==> src/rtl/prco_pipe_ctrl.sv <==
// prco_pipe_ctrl: multi-cycle sequencer for the PRCO core datapath.
// Steps each instruction through FETCH, DECODE, EXEC, then MEM or WB, and
// issues one-cycle stage enables. Owns the PC and halts on a decoded halt.
// Optional FETCH/MEM wait-state timeout: define PRCO_PIPE_TIMEOUT_EN.
module prco_pipe_ctrl #(
  parameter int TIMEOUT = 255
) (
  input  logic        i_clk,
  input  logic        i_reset_n,
  input  logic        i_run,
  input  logic        i_fetch_valid,
  input  logic        i_dec_req_ram,
  input  logic        i_dec_halt,
  input  logic        i_dec_jmp,
  input  logic [15:0] i_dec_jmp_addr,
  input  logic        i_mem_done,
  output logic        q_ce_fetch,
  output logic        q_ce_dec,
  output logic        q_ce_alu,
  output logic        q_ce_mem,
  output logic        q_ce_wb,
  output logic [15:0] q_pc,
  output logic        q_busy,
  output logic        q_halted,
  output logic        q_fault,
  output logic [2:0]  q_state
);

  localparam logic [2:0] S_IDLE = 3'd0, S_FETCH = 3'd1, S_DECODE = 3'd2,
                         S_EXEC = 3'd3, S_MEM = 3'd4, S_WB = 3'd5, S_HALT = 3'd6;

  // The wait counter is 8 bits wide, so the limit must fit in 1..255.
  if (TIMEOUT < 1 || TIMEOUT > 255) begin : g_bad_timeout
    $error("prco_pipe_ctrl: TIMEOUT must be in 1..255");
  end

  logic [2:0]  state, next_state;
  logic        req_ram, jmp;
  logic [15:0] jmp_addr;
  logic        retire, limit_hit, fault_set;
  logic        ce_fetch_d, ce_dec_d, ce_alu_d, ce_mem_d, ce_wb_d, busy_d, halted_d;

`ifdef PRCO_PIPE_TIMEOUT_EN
  localparam logic [7:0] LIMIT = 8'(TIMEOUT - 1);
  logic [7:0] wait_cnt;
  // Limit is reached on the TIMEOUT-th cycle spent in FETCH or MEM.
  assign limit_hit = (wait_cnt == LIMIT);

  // Wait counter: restarts on every state change, saturates while parked.
  always_ff @(posedge i_clk) begin
    if (!i_reset_n)               wait_cnt <= '0;
    else if (next_state != state) wait_cnt <= '0;
    else if (wait_cnt != 8'hFF)   wait_cnt <= wait_cnt + 8'd1;
  end
`else
  assign limit_hit = 1'b0;
`endif

  // State register.
  always_ff @(posedge i_clk) begin
    if (!i_reset_n) state <= S_IDLE;
    else            state <= next_state;
  end

  // Next-state logic; done/valid beats the timeout in the same cycle.
  always_comb begin
    next_state = state;
    fault_set  = 1'b0;
    retire     = 1'b0;
    case (state)
      S_IDLE:   if (i_run) next_state = S_FETCH;
      S_FETCH:  begin
        if (i_fetch_valid)  next_state = S_DECODE;
        else if (limit_hit) begin next_state = S_HALT; fault_set = 1'b1; end
      end
      S_DECODE: next_state = i_dec_halt ? S_HALT : S_EXEC;
      S_EXEC:   next_state = req_ram ? S_MEM : S_WB;
      S_MEM:    begin
        if (i_mem_done) begin
          retire     = 1'b1;
          next_state = i_run ? S_FETCH : S_IDLE;
        end else if (limit_hit) begin
          next_state = S_HALT;
          fault_set  = 1'b1;
        end
      end
      S_WB:     begin
        retire     = 1'b1;
        next_state = i_run ? S_FETCH : S_IDLE;
      end
      S_HALT:   next_state = S_HALT;
      default:  next_state = S_IDLE;
    endcase
  end

  // Output decode: strobes fire on the first cycle of their state.
  always_comb begin
    ce_fetch_d = (next_state == S_FETCH) && (state != S_FETCH);
    ce_dec_d   = (next_state == S_DECODE);
    ce_alu_d   = (next_state == S_EXEC);
    ce_mem_d   = (next_state == S_MEM) && (state != S_MEM);
    ce_wb_d    = (next_state == S_WB);
    busy_d     = (next_state != S_IDLE) && (next_state != S_HALT);
    halted_d   = (next_state == S_HALT);
  end

  // Output, PC and decode-latch registers.
  always_ff @(posedge i_clk) begin
    if (!i_reset_n) begin
      q_ce_fetch <= 1'b0;
      q_ce_dec   <= 1'b0;
      q_ce_alu   <= 1'b0;
      q_ce_mem   <= 1'b0;
      q_ce_wb    <= 1'b0;
      q_busy     <= 1'b0;
      q_halted   <= 1'b0;
      q_fault    <= 1'b0;
      q_pc       <= '0;
      req_ram    <= 1'b0;
      jmp        <= 1'b0;
      jmp_addr   <= '0;
    end else begin
      q_ce_fetch <= ce_fetch_d;
      q_ce_dec   <= ce_dec_d;
      q_ce_alu   <= ce_alu_d;
      q_ce_mem   <= ce_mem_d;
      q_ce_wb    <= ce_wb_d;
      q_busy     <= busy_d;
      q_halted   <= q_halted | halted_d;
      q_fault    <= q_fault | fault_set;
      if (state == S_DECODE) begin
        req_ram  <= i_dec_req_ram;
        jmp      <= i_dec_jmp;
        jmp_addr <= i_dec_jmp_addr;
      end
      if (retire) q_pc <= jmp ? jmp_addr : q_pc + 16'd1;
    end
  end

  assign q_state = state;

endmodule

==> config.mk <==
export PLATFORM = sky130hd
export DESIGN_NAME = prco_pipe_ctrl
export DESIGN_NICKNAME = d
export VERILOG_FILES = /design/src/rtl/prco_pipe_ctrl.sv
export SDC_FILE = /design/constraint.sdc
export NUM_CORES = 1
export LEC_CHECK = 0
export CAP_MARGIN = 15
export CELL_PAD_IN_SITES_DETAIL_PLACEMENT = 0
export CELL_PAD_IN_SITES_GLOBAL_PLACEMENT = 1
export CORE_MARGIN = 1
export CORE_UTILIZATION = 38
export DETAILED_ROUTE_END_ITERATION = 10
export GPL_TIMING_DRIVEN = 0
export PLACE_DENSITY = 0.86
export SLEW_MARGIN = 20
export SYNTH_ARGS = -nofsm -noshare
export SYNTH_HDL_FRONTEND = slang
export SYNTH_SLANG_ARGS = --single-unit
==> constraint.sdc <==
create_clock -name i_clk -period 5.1 [get_ports i_clk]
set_input_delay 0.51 -clock i_clk [delete_from_list [all_inputs] [get_ports i_clk]]
set_output_delay 0.51 -clock i_clk [all_outputs]
set_load 0.02 [all_outputs]
==> flow_summary_export.csv <==
group,metric,value,unit
status,status,"complete, no violations",
clock_tree,clkLatencyLatePin,0.30,ns
place,numPortBuffers,49,
global_route,use_met1,29.6,%
logic_synthesis,synth_enable_flop_cells,0,
clock_tree,htree_levels,2,
clock_tree,ctsResizeCount,0,
floorplan,start_util,40.7,%
place,hpwl,4100,um
sta,finalCritPeriodShare,43.8,%
setup_path,end_kind,"flip-flop",
power,peakVddDrop,0.153,mV
power,p_per_area,280,mW/mm^2
sta,grt_setup_unrepaired,"no",
floorplan,core,0.00524,mm^2
clock_tree,numCtsBuffers,5,
global_route,grt_pass1_vias,1895,
logic_synthesis,syn_nets,291,
clock_tree,clock-root-buffer,"clkbuf_8",
floorplan,boundaryPins,51,
global_route,grt_start_max_net_pins,14,
setup_path,required,5.29,ns
logic_synthesis,synthSimpleGateAreaFrac,28.8,%
run,drv_cap,0,
sta,fmax,0.447,GHz
floorplan,die_w,76.9,um
logic_synthesis,synth-main-ff-cell,"dfxtp_1",
route,num_vias,2044,
logic_synthesis,synth_compound_area_share,20.3,%
min_path,hold_class,"reg2reg",
logic_synthesis,synth_mux_area_share,4.76,%
route,first_iter_violations,137,
route,wl,5710,um
logic_synthesis,ys_seq_elements,44,
setup_path,timing.critical_path.mode_cell,"nor2_1",
global_route,grt-busiest-layer,"met2",
logic_synthesis,syn_avg_cell_area,8.01,um^2
route,routedWlPerCell,14.5,um
logic_synthesis,synth_area,0.00213,mm^2
sta,skew,0.00312,ns
clock_tree,post_cts_buffers,0,
setup_path,start_kind,"input port",
clock_tree,cts_tree,"yes",
route,firstDrtPassIters,4,
floorplan,rows,26,
logic_synthesis,synthArstFlopShare,0,%
setup_path,max_stage_delay,0.63,ns
cells_and_area,final_cell_area,0.00284,mm^2
setup_path,crit_type,"in2reg",
floorplan,dieArea,0.00591,mm^2
logic_synthesis,synth_top_family_by_area,"simple AND/OR/NAND/NOR gates",
sta,slew_headroom,51.6,%
setup_path,slowest_stage,"nor2_1",
sta,tns,0,ns
global_route,antenna_found_initial,0,
logic_synthesis,synthXorXnorAreaFrac,0,%
cells_and_area,fin_nets,347,
clock_tree,cts_max_path_buffers,2,
clock_tree,clkTransAtPathRegs,0.08,ns
setup_path,cp_data_arrival_time,2.43,ns
cells_and_area,area_delta_synth_final,33.1,%
clock_tree,hold_buffers,0,
cells_and_area,diodes,0,
global_route,gr-total-overflow,0,
logic_synthesis,netlist_instances,266,
power,p_leak,0.906,nW
clock_tree,clkSinkCount,44,
power,finalPower,0.000795,W
global_route,grt_first_pass_wirelength,9460,um
sta,period_needed,2.24,ns
setup_path,cp_cell_sequence,"clkdlybuf4s50_1 > nor2_1 > clkbuf_1 > nor2_1 > nand2_1 > o221a_2",
floorplan,die_y,76.9,um
logic_synthesis,yosysSeqAreaShare,41.3,%
sta,setup_viol,0,
global_route,gr-usage-met3,4.29,%
place,gp_congestion,0.820,
route,vias_per_cell,5.20,
global_route,grt_use_met2,30.5,%
logic_synthesis,yosys_warnings,0,
global_route,grtUsageTotal,20.4,%
logic_synthesis,synth_fa_ha_area_share,0.587,%
route,ant_nets,0,
place,dp_cells,385,
sta,finalHoldViolCount,0,
logic_synthesis,synth.largest_area_cell,"dfxtp_1",
cells_and_area,drive_gt1_share,6.19,%
setup_path,crit_fanout,10,
logic_synthesis,synth_cell_types,49,
sta,worstMarginPinSlew,0.724,ns
place,dpl_cell_area,0.00271,mm^2
logic_synthesis,yosys.area.top_type_share,41.3,%
cells_and_area,layout.cells.non_filler,393,
logic_synthesis,netlist_top_cells_area,"dfxtp_1 41%, nand2_1 8.6%, a21oi_1 7.5%",
sta,maxSlewViolCount,0,
route,route.detailed.drc,0,
[per-stage QoR]
step / util (%) / setup WS (ns) / hold WS (ns)
3_3_place_gp: 51.7 / 2.57 / 0.444
4_1_cts: 54.1 / 2.91 / 0.462
2_1_floorplan: - / 3.09 / 0.436
6_report: 54.1 / 2.86 / 0.460
5_1_grt: 54.1 / 2.75 / 0.488
3_5_place_dp: 51.7 / 2.59 / 0.451
[layout by cell type (no fill, tap or decap), types with 3 or more instances in the layout]
master            n
nand2_1          49
clkdlybuf4s50_1  49
dfxtp_1          44
a21oi_1          32
nor2_1           15
clkbuf_1         14
a22oi_1           9
nor4_1            9
mux2i_1           9
nor3_1            8
nor2b_1           7
nand3_1           7
clkbuf_8          7
a31oi_1           5
nand2b_1          5
nand4_1           4
o22ai_1           4
inv_1             3
nand3b_1          3
[flip-flops by register name, indices dropped and copies added (netlist names)]
| name | flops |
|---|---|
| jmp_addr | 16 |
| q_ce_alu | 1 |
| q_busy | 1 |
| q_ce_wb | 1 |
| q_state | 3 |
| q_ce_dec | 1 |
| req_ram | 1 |
| q_ce_mem | 1 |
| jmp | 1 |
| q_pc | 16 |
| q_halted | 1 |
| q_ce_fetch | 1 |
[path summary, 6_finish.rpt]
| kind | startpoint | slack (ns) | cells after the start | to |
|---|---|---|---|---|
| hold / removal | jmp_addr[15]$_SDFFE_PN0N_ | 0.46 | 2 | jmp_addr[15]$_SDFFE_PN0N_ |
| hold reg to reg | jmp_addr[15]$_SDFFE_PN0N_ | 0.46 | 2 | jmp_addr[15]$_SDFFE_PN0N_ |
| setup / recovery | i_mem_done | 2.86 | 6 | q_pc[6]$_SDFFE_PN0P_ |
| setup reg to reg | q_pc[0]$_SDFFE_PN0P_ | 3.01 | 5 | q_pc[12]$_SDFFE_PN0P_ |
[cells by family after synthesis]
family,count (synthesis)
muxes,10
other,1
DFF,44
and+or+nand+nor,121
buffers and inverters,21
AOI/OAI and AO/OA,68
adders and majority gates,1
[worst max-delay path, delay by kind of cell]
| family | cells | cell delay, ns |
|---|---|---|
| simple gates | 3 | 0.87 |
| compound gates | 1 | 0.29 |
| buf+inv | 2 | 0.75 |
[synth_stat cells, types with 2 or more instances]
cell type  count
nor4_1         9
nor3_1         8
or3b_1         2
o21ai_0        2
nand3b_1       3
nand2b_1       5
inv_1          3
a21o_1         2
nor2_1        15
a211oi_1       2
dfxtp_1       44
nand2_1       49
nand3_1        7
o21a_1         2
nor2b_1        7
o22ai_1        4
clkbuf_1      14
a21oi_1       32
mux2i_1        9
nand4_1        4
buf_2          2
o221a_2        2
a31oi_1        5
a22oi_1        9
[cell type report]
type	count	area, um^2
Fill cell	519	2400
Buffer	17	70.1
Sequential cell	44	881
Clock inverter	1	30.0
Inverter	4	15.0
Multi-Input combinational cell	201	1160
Tap cell	70	87.6
Clock buffer	7	96.3
Timing Repair Buffer	49	490
[power breakdown]
part	internal [W]	leakage, nW	switching, W
clock	0.000173	0.0645	0.000120
combinational	0.0000602	0.485	0.0000636
sequential	0.000360	0.357	0.0000183
total	0.000593	0.906	0.000202
[per-layer routing]
metal,share of wire (%),vias to the layer above
li1,-,1064
met1,48,922
met2,45,53
met3,5.5,5
met4,0.68,0
met5,0,-
Note: power is estimated with default switching activity, not from simulation.
